<file path="src/rtl/morse_pkg.sv">
// Shared Morse symbol constants and state encoding for the encoder and decoder paths.
// Latency: n/a (package only).
// Backpressure: n/a (package only).
package morse_pkg;

  typedef enum logic [2:0] {
    ST_IDLE,
    ST_MARK,
    ST_ESPACE,
    ST_LGAP,
    ST_WGAP
  } morse_state_t;

  // Durations in Morse units
  localparam int DOT_UNITS        = 1;
  localparam int DASH_UNITS       = 3;
  localparam int ELEM_GAP_UNITS   = 1;
  localparam int LETTER_GAP_UNITS = 3;
  localparam int WORD_GAP_UNITS   = 7;

  // Longest symbol carried by the 5-bit pattern
  localparam int MAX_ELEMENTS = 5;

  // Counts of 6 and 7 cannot be represented by the pattern, so they saturate.
  function automatic logic [2:0] clamp_count(input logic [2:0] cnt);
    return (cnt > 3'(MAX_ELEMENTS)) ? 3'(MAX_ELEMENTS) : cnt;
  endfunction

endpackage

</file>
<file path="src/rtl/morse_unit_timer.sv">
// Loadable down-counter timing an interval of 1..7 Morse units.
// Latency: interval starts the cycle after load; last is high on its final cycle.
// Backpressure: none; reload on load at any time, holds at zero when expired.
module morse_unit_timer
  import morse_pkg::*;
#(
  parameter int UNIT_CYCLES = 5_000_000
) (
  input  logic       clk,
  input  logic       reset,
  input  logic       load,
  input  logic [2:0] units,
  output logic       last,
  output logic       expire
);

  localparam int CNT_RAW = $clog2(WORD_GAP_UNITS * UNIT_CYCLES);
  localparam int CNT_W   = (CNT_RAW < 1) ? 1 : CNT_RAW;

  logic [CNT_W-1:0] cnt;
  logic [CNT_W-1:0] load_val;

  // Count of cycles remaining after the first one of the interval
  assign load_val = CNT_W'(int'(units) * UNIT_CYCLES - 1);

  // Reload on every state entry, otherwise count down and park at zero
  always_ff @(posedge clk or posedge reset) begin
    if (reset) begin
      cnt <= '0;
    end else if (load) begin
      cnt <= load_val;
    end else if (cnt != '0) begin
      cnt <= cnt - 1'b1;
    end
  end

  // last marks the final cycle; expire is one cycle earlier so that a
  // registered output can line up exactly with the final cycle.
  assign last   = (cnt == '0);
  assign expire = (cnt == CNT_W'(1));

endmodule

</file>
<file path="src/rtl/morse_encoder_tx.sv">
// Morse keyer: one letter per valid/ready handshake, keyed output with unit timing; optional sidetone via MORSE_TX_SIDETONE_EN.
// Latency: key rises the cycle after acceptance; done pulses on the final trailing-gap cycle.
// Backpressure: ready only in IDLE or on the final gap cycle; valid otherwise ignored, no queuing.
module morse_encoder_tx
  import morse_pkg::*;
#(
  parameter int UNIT_CYCLES      = 5_000_000,
  parameter int TONE_HALF_CYCLES = 50_000
) (
  input  logic       clk,
  input  logic       reset,
  input  logic [4:0] symbol,
  input  logic [2:0] symbol_count,
  input  logic       word_end,
  input  logic       valid,
  output logic       ready,
  output logic       key,
  output logic       dash_active,
  output logic       done,
  output logic       tone
);

  if (UNIT_CYCLES < 1 || TONE_HALF_CYCLES < 1) begin : g_bad_param
    $error("morse_encoder_tx: UNIT_CYCLES and TONE_HALF_CYCLES must be >= 1");
  end

  morse_state_t state, nxt_state, st_state, gap_state;
  logic [4:0]   sym_q;
  logic [2:0]   idx_q, nxt_idx;
  logic         wend_q;
  logic         nxt_dash;
  logic         tmr_load, tmr_last, tmr_expire;
  logic [2:0]   tmr_units;
  logic [2:0]   cnt_c, st_idx, st_units, gap_units;
  logic         st_dash, in_gap, accept;

  morse_unit_timer #(
    .UNIT_CYCLES(UNIT_CYCLES)
  ) u_timer (
    .clk   (clk),
    .reset (reset),
    .load  (tmr_load),
    .units (tmr_units),
    .last  (tmr_last),
    .expire(tmr_expire)
  );

  // Where a freshly accepted letter starts (read straight from the inputs)
  assign cnt_c    = clamp_count(symbol_count);
  assign st_idx   = cnt_c - 3'd1;
  assign st_dash  = (cnt_c != 3'd0) && symbol[st_idx];
  assign st_state = (cnt_c != 3'd0) ? ST_MARK : (word_end ? ST_WGAP : ST_LGAP);
  assign st_units = (cnt_c != 3'd0) ? (st_dash ? 3'(DASH_UNITS) : 3'(DOT_UNITS))
                                    : (word_end ? 3'(WORD_GAP_UNITS) : 3'(LETTER_GAP_UNITS));

  // Trailing gap of the letter in flight
  assign gap_state = wend_q ? ST_WGAP : ST_LGAP;
  assign gap_units = wend_q ? 3'(WORD_GAP_UNITS) : 3'(LETTER_GAP_UNITS);

  assign in_gap = (state == ST_LGAP) || (state == ST_WGAP);
  assign ready  = (state == ST_IDLE) || (in_gap && tmr_last);
  assign accept = valid && ready;

  // Next state, element index and timer reload for the coming cycle
  always_comb begin
    nxt_state = state;
    nxt_idx   = idx_q;
    nxt_dash  = 1'b0;
    tmr_load  = 1'b0;
    tmr_units = 3'(DOT_UNITS);
    case (state)
      ST_IDLE: ;
      ST_MARK: begin
        if (tmr_last) begin
          tmr_load = 1'b1;
          if (idx_q != 3'd0) begin
            nxt_state = ST_ESPACE;
            tmr_units = 3'(ELEM_GAP_UNITS);
          end else begin
            nxt_state = gap_state;
            tmr_units = gap_units;
          end
        end else begin
          nxt_dash = sym_q[idx_q];
        end
      end
      ST_ESPACE: begin
        if (tmr_last) begin
          nxt_state = ST_MARK;
          nxt_idx   = idx_q - 3'd1;
          nxt_dash  = sym_q[idx_q - 3'd1];
          tmr_load  = 1'b1;
          tmr_units = sym_q[idx_q - 3'd1] ? 3'(DASH_UNITS) : 3'(DOT_UNITS);
        end
      end
      ST_LGAP, ST_WGAP: begin
        if (tmr_last) nxt_state = ST_IDLE;
      end
      default: nxt_state = ST_IDLE;
    endcase
    // Acceptance on the final gap cycle chains straight into the next letter
    if (accept) begin
      nxt_state = st_state;
      nxt_idx   = st_idx;
      nxt_dash  = st_dash;
      tmr_load  = 1'b1;
      tmr_units = st_units;
    end
  end

  // FSM state, latched letter fields and registered key/dash/done outputs
  always_ff @(posedge clk or posedge reset) begin
    if (reset) begin
      state       <= ST_IDLE;
      idx_q       <= 3'd0;
      sym_q       <= 5'd0;
      wend_q      <= 1'b0;
      key         <= 1'b0;
      dash_active <= 1'b0;
      done        <= 1'b0;
    end else begin
      state       <= nxt_state;
      idx_q       <= nxt_idx;
      if (accept) begin
        sym_q  <= symbol;
        wend_q <= word_end;
      end
      key         <= (nxt_state == ST_MARK);
      dash_active <= nxt_dash;
      // Gaps last at least three cycles, so the penultimate cycle is always in the gap
      done        <= in_gap && tmr_expire;
    end
  end

`ifdef MORSE_TX_SIDETONE_EN
  localparam int TONE_W = (TONE_HALF_CYCLES > 1) ? $clog2(TONE_HALF_CYCLES) : 1;

  logic [TONE_W-1:0] tone_cnt;
  logic              tone_q;

  // Square wave while keyed; phase restarts from low at every key rise
  always_ff @(posedge clk or posedge reset) begin
    if (reset) begin
      tone_cnt <= '0;
      tone_q   <= 1'b0;
    end else if (!key) begin
      tone_cnt <= '0;
      tone_q   <= 1'b0;
    end else if (tone_cnt == TONE_W'(TONE_HALF_CYCLES - 1)) begin
      tone_cnt <= '0;
      tone_q   <= ~tone_q;
    end else begin
      tone_cnt <= tone_cnt + 1'b1;
    end
  end

  assign tone = tone_q & key;
`else
  assign tone = 1'b0;
`endif

endmodule

</file>
<file path="config.mk">
export PLATFORM = sky130hd
export DESIGN_NAME = morse_encoder_tx
export DESIGN_NICKNAME = d
export VERILOG_FILES = /design/src/rtl/morse_pkg.sv /design/src/rtl/morse_unit_timer.sv /design/src/rtl/morse_encoder_tx.sv
export SDC_FILE = /design/constraint.sdc
export NUM_CORES = 1
export LEC_CHECK = 0
export ABC_AREA = 0
export BUFFER_PORTS_ARGS = -buffer_cell sky130_fd_sc_hd__buf_4
export CORE_ASPECT_RATIO = 0.8
export CORE_MARGIN = 2
export CORE_UTILIZATION = 40
export CTS_CLUSTER_SIZE = 10
export DETAILED_ROUTE_END_ITERATION = 8
export SLEW_MARGIN = 40
export SYNTH_ARGS = -nofsm -noshare
export SYNTH_HDL_FRONTEND = slang
export SYNTH_SLANG_ARGS = --single-unit
</file>
<file path="constraint.sdc">
create_clock -name clk -period 3 [get_ports clk]
set_input_delay 0.45 -clock clk [delete_from_list [all_inputs] [get_ports clk]]
set_output_delay 0.45 -clock clk [all_outputs]
set_load 0.01 [all_outputs]
</file>
# Word level (Yosys, flattened, before mapping)
# Cells that the tools add are included.
[op_classes]
add_sub_neg = 4
n_mul = 1
n_lt_le_gt_ge = 4
n_eq_ne = 6
mux = 38
reduce_logical = 17
[ops]
columns = ["cell", "count"]
rows = [
  ["3-bit 2-to-1 mux", 18],
  ["26-bit 2-to-1 mux", 2],
  ["26-bit by 1-bit equality test with 1-bit output, second input constant", 1],
  ["26-bit zero test", 1],
  ["26-bit nonzero test", 1],
  ["26-bit by 1-bit subtractor with 26-bit output, second input constant", 1],
  ["26-bit by 2-bit subtractor with 26-bit output, second input constant", 1],
  ["3-bit by 17-bit multiplier with 20-bit output, second input constant", 1],
  ["3-bit by 4-bit less-than comparator with 1-bit output, second input constant", 3],
  ["3-bit one-hot mux with 4 select lines", 1],
  ["1-bit binary-select mux with 3-bit select", 3],
  ["1-bit 2-to-1 mux", 9],
  ["3-bit by 1-bit equality test with 1-bit output, second input constant", 2],
  ["3-bit by 2-bit equality test with 1-bit output, second input constant", 2],
  ["2-bit 2-to-1 mux", 3],
  ["3-bit one-hot mux with 2 select lines", 1],
  ["2-bit nonzero test", 3],
  ["3-bit nonzero test", 2],
  ["3-bit by 1-bit subtractor with 3-bit output, second input constant", 2],
  ["1-bit logical AND", 4],
  ["2-bit OR reduction", 2],
  ["3-bit equality test, second input constant", 1],
  ["3-bit greater-than comparator, second input constant", 1],
  ["3-bit zero test", 1],
  ["other kinds (3)", 4],
]
[word_totals]
reg_bits = 41
inputBits = 12
output_inout_bits = 5
word_cells = 78

# Logic depth before layout (Yosys ltp)
[depth]
word_depth = 12
mapped_depth = 12
ltp_nobuf = 11

# By module
# A second synthesis with hierarchy kept.
[hier_totals]
cells_unflattened = 373
hier_area_um2 = 3444.6
[modules_own_cells]
columns = ["mod", "instances", "cells_per_inst", "area_per_inst_um2", "seq_area_each_um2"]
rows = [
  ["morse_unit_timer", 1, 260, 2263.4, 650.6],
  ["morse_encoder_tx", 1, 113, 1181.1, 375.4],
]

# Worst setup path before layout
# No wires, ideal clock.
[synth_timing]
path_type = "reg-to-reg"
startpoint = "register u_timer.cnt[2]"
endpoint = "register u_timer.cnt[9]"
setup_ns = 0.138
t_arrival_ns = 2.505
required_ns = 2.862
path_slack_ns = 0.356
path_stages_with_launch = 10
path_buffers = 1
period_less_slack_ns = 2.644
path_cell_list = "dfrtp_1 -> nor4_4 -> nand4_4 -> or2_1 -> buf_2 -> maj3_2 -> a221oi_2 -> ha_1 -> nand2_1 -> o31ai_1"
[synth_between]
elab_chain_len = 8
elab_cells_between_ends = 18
classes_between = "2 x add/sub; 1 x mul; 9 x mux; 6 x reduce/logical"
[synth_lines]
columns = ["element", "line_no", "source"]
rows = [
  ["start, declared", "morse_unit_timer.sv:20", "logic [CNT_W-1:0] cnt;"],
  ["start signal, assigned", "morse_unit_timer.sv:31", "cnt <= load_val;"],
  ["start signal, assigned", "morse_unit_timer.sv:33", "cnt <= cnt - 1'b1;"],
  ["branches (longest 8 deep; another with 26-bit by 2-bit subtractor with 26-bit output)", "--", ""],
]
# Parallel ways; which one is timed is not known. The select of a mux whose other input is x is not followed.
# A chain may end at the register's enable or synchronous reset.

# Final worst setup path
# Same ends and word-level chain as after synthesis.

==> impl_metrics.csv <==
group,metric,value,unit
clock_network,clockRootBuffer,"clkbuf_8",
power,power.density,356,nW/µm²
power,worst_ir_drop_vdd,0.242,mV
worst_hold_path,min-delay-path-class,"in2async",
outcome,run_status,"complete, no violations",
global_route,antenna_found_initial,0,
drt,ant_nets,0,
synth,leading_register_cell_type_out_of_synthesis,"dfrtp_1",
place,routabilityCongestion,0.865,
drt,dr.first_iter.drc_count,107,
clock_network,htree_levels,2,
setup_path,endpoint_kind,"register",
sta,slew_limit_headroom,54.8,%
drt,vias_per_cell,5.50,
global_route,groute.layer.met3.usage,3.24,%
place,dp_cells,381,
sta,finalHoldViolations,0,
power,share_of_power_burned_in_the_clock_network,43.3,%
synth,yosysTopAreaCellShare,38.6,%
clock_network,cts_sinks,41,
floorplan,io_pins,17,
synth,synthesis.instances,281,
power,net_switching_fraction_of_the_power,21.6,%
setup_path,r2r-start,"u_timer.cnt[2]",
layout,area.growth.synth_to_final,14.4,%
drt,detail_route.wirelength,6090,µm
clock_network,cts_setup_buffers,0,
synth,mappedNetlistNets,305,
layout,layout.nets,328,
clock_network,insertion_delay,300,ps
synth,post_synth_main_area_contributors,"dfrtp_1, ha_1, xnor2_1",
sta,final.min_clock_period,2760,ps
clock_network,ctsHoldBuffers,0,
sta,finClkSkew,16.7,ps
synth,post_synth_instance_area,2660,µm²
place,place_ws,169,ps
floorplan,fp.dieArea,7320,µm²
floorplan,initial_core_util,41.5,%
sta,postLayoutSetupSlackWorst,244,ps
synth,synthesis.yosys.warnings,0,
power,switch_pwr,0.234,mW
power,leakage,1.31,nW
clock_network,clk_pin_slew,90,ps
power,intPower,0.849,mW
clock_network,clock_path_buffers,2,
drt,number_of_optimization_iterations_in_the_first_detailed_route_pass,4,
global_route,global_route.peak_usage_layer,"met1",
floorplan,die_height,76.9,µm
global_route,groute.usage.overall,17.8,%
clock_network,cts-resized-gates,0,
setup_path,reg2reg_setup_slack,240,ps
synth,syn_avg_cell_area,9.46,µm²
setup_path,worst_setup_path_endpoint,"u_timer.cnt[9]",
floorplan,placeable_core_region,6410,µm²
job,max_cap_check_violation_count,0,
setup_path,worstSetupStartpointType,"register",
layout,antennaDiodeCount,0,
drt,vias,2141,
sta,timing.final.setup_violations,0,
synth,ys_seq_area_share,38.6,%
layout,layout.filler_cells,593,
synth,synth_seq_cells,41,
synth,synthArstFlopShare,100,%
layout,instances_no_fill,389,
setup_path,r2r-end,"u_timer.cnt[9]",
global_route,remaining_global_route_overflow,0,
sta,grt_setup_unrepaired,"false",
floorplan,die_x,95.1,µm
power,power,1.08,mW
setup_path,rr_worst_depth,8,
place,post-dp-hpwl,4510,µm
setup_path,crit_path_start,"u_timer.cnt[2]",
drt,routedWlPerCell,15.7,µm
sta,slew_viol_final,0,
sta,worst-slew-pin-transition,661,ps
synth,synth_area_leader_cell,"dfrtp_1",
global_route,gr-usage-met1,29.2,%
setup_path,worst_ep_required_time,3170,ps
synth,synth.distinct_cells,61,
clock_network,cts_made_buffers,5,
setup_path,cp_data_arrival_time,2930,ps
floorplan,row_cnt,26,
synth,synth_edf_count,0,
place,io_buffers,15,
layout,drive_above_1_share,18.4,%
setup_path,crit_type,"reg2reg",
power,power.share.combinational,5.2,%
global_route,vias_in_the_first_global_route,1985,
sta,finalCritPeriodShare,91.9,%
setup_path,path_max_fanout,6,
global_route,grt_pass1_wl,10200,µm
global_route,met2_usage,23.4,%
global_route,grt_max_degree,42,
power,power.share.sequential,51.4,%
drt,drcViolationCount,0,
layout,final_util,47.4,%
sta,totalNegativeSetupSlack,0,ps
clock_network,tritoncts,"built",
sta,max_clock_freq,363,MHz
==> cell type report <==
type | instances | area [µm²] | area share (%)
repair buffers | 27 | 203 | 6.67
multi-input cells | 218 | 1550 | 50.9
clock buffers | 7 | 86.3 | 2.84
clock inverters | 1 | 30.0 | 0.988
flip-flops and latches | 41 | 1030 | 33.7
inverters | 11 | 41.3 | 1.36
well taps | 84 | 105 | 3.46
==> power groups by stage <==
stage | Clock (mW) | Combinational, mW | Sequential [mW]
after floorplan | 0 | 0.0327 | 0.567
after global placement | 0 | 0.0569 | 0.568
after detailed placement | 0 | 0.0575 | 0.568
after CTS | 0.478 | 0.0576 | 0.557
after global routing | 0.503 | 0.0644 | 0.557
final | 0.469 | 0.0568 | 0.557
==> cell usage in the layout (no fill, tap or decap), types with 6 or more instances in the layout <==
master / count
a21oi_1: 15
nor2b_1: 6
dfrtp_1: 41
ha_1: 12
xor2_1: 9
inv_1: 10
nor2_1: 22
xnor2_1: 14
nand3_1: 9
nor3_1: 12
nand2_1: 21
mux2i_1: 6
clkbuf_8: 6
buf_4: 27
o21ai_0: 16
mux2_2: 6
==> cell families after synthesis <==
group | after synthesis | synth area share, %
compound gates | 64 | 16.0
xor+xnor | 23 | 7.58
fa+ha+maj | 13 | 6.07
buf+inv | 22 | 3.34
flops | 41 | 38.6
mux | 14 | 6.50
other cells | 1 | 0.141
simple gates | 103 | 21.8
==> stage by stage <==
stage,hold WS [ps],cell area (µm²)
after floorplan,492,2660
after global placement,511,2920
after detailed placement,514,2920
after CTS,301,3040
after global routing,326,3040
final,278,3040
==> cells in the mapped netlist, types with 3 or more instances <==
library cell / count
a21o_1: 3
dfrtp_1: 41
nand2_1: 21
o31ai_1: 3
nand4b_1: 3
nor2b_1: 6
mux2_2: 6
xnor2_1: 14
mux2i_1: 6
nor4_1: 4
inv_1: 10
clkbuf_1: 8
o22ai_1: 3
nor3_1: 12
nor2_1: 22
ha_1: 12
o21ai_0: 16
nand3_1: 9
xor2_1: 9
or3_1: 5
nand3b_1: 3
a21oi_1: 15
==> critical path, stage by stage, from the launching register on <==
cell and delay, ps:
dfrtp_1 450, nor4_4 500, nand4_4 130, or2_1 280
maj3_2 300, a221oi_2 440, ha_1 370, nand2_1 80
o31ai_1 70
==> state kept, by name, summed over array words and instances, names as in the netlist <==
signal	flops
sym_q	5
state	3
dash_active	1
u_timer.cnt	26
key	1
done	1
wend_q	1
idx_q	3
==> worst min-delay path by stage <==
| stage | startpoint | to | slack [ps] |
|---|---|---|---|
| 4_1_cts | reset | state[0] | 300 |
| 3_5_place_dp | sym_q[2] | sym_q[2] | 510 |
| 5_1_grt | reset | state[0] | 330 |
| 2_1_floorplan | sym_q[1] | sym_q[1] | 490 |
| 6_report | reset | state[0] | 280 |
| 3_3_place_gp | sym_q[2] | sym_q[2] | 510 |
==> routing by layer <==
layer  vias to the layer above  part of all wire [%]
li1                       1058                     -
met1                      1041                    55
met2                        37                    41
met3                         5                   3.7
met4                         0                  0.79
met5                         -                     0
(Power assumes the default switching activity.)
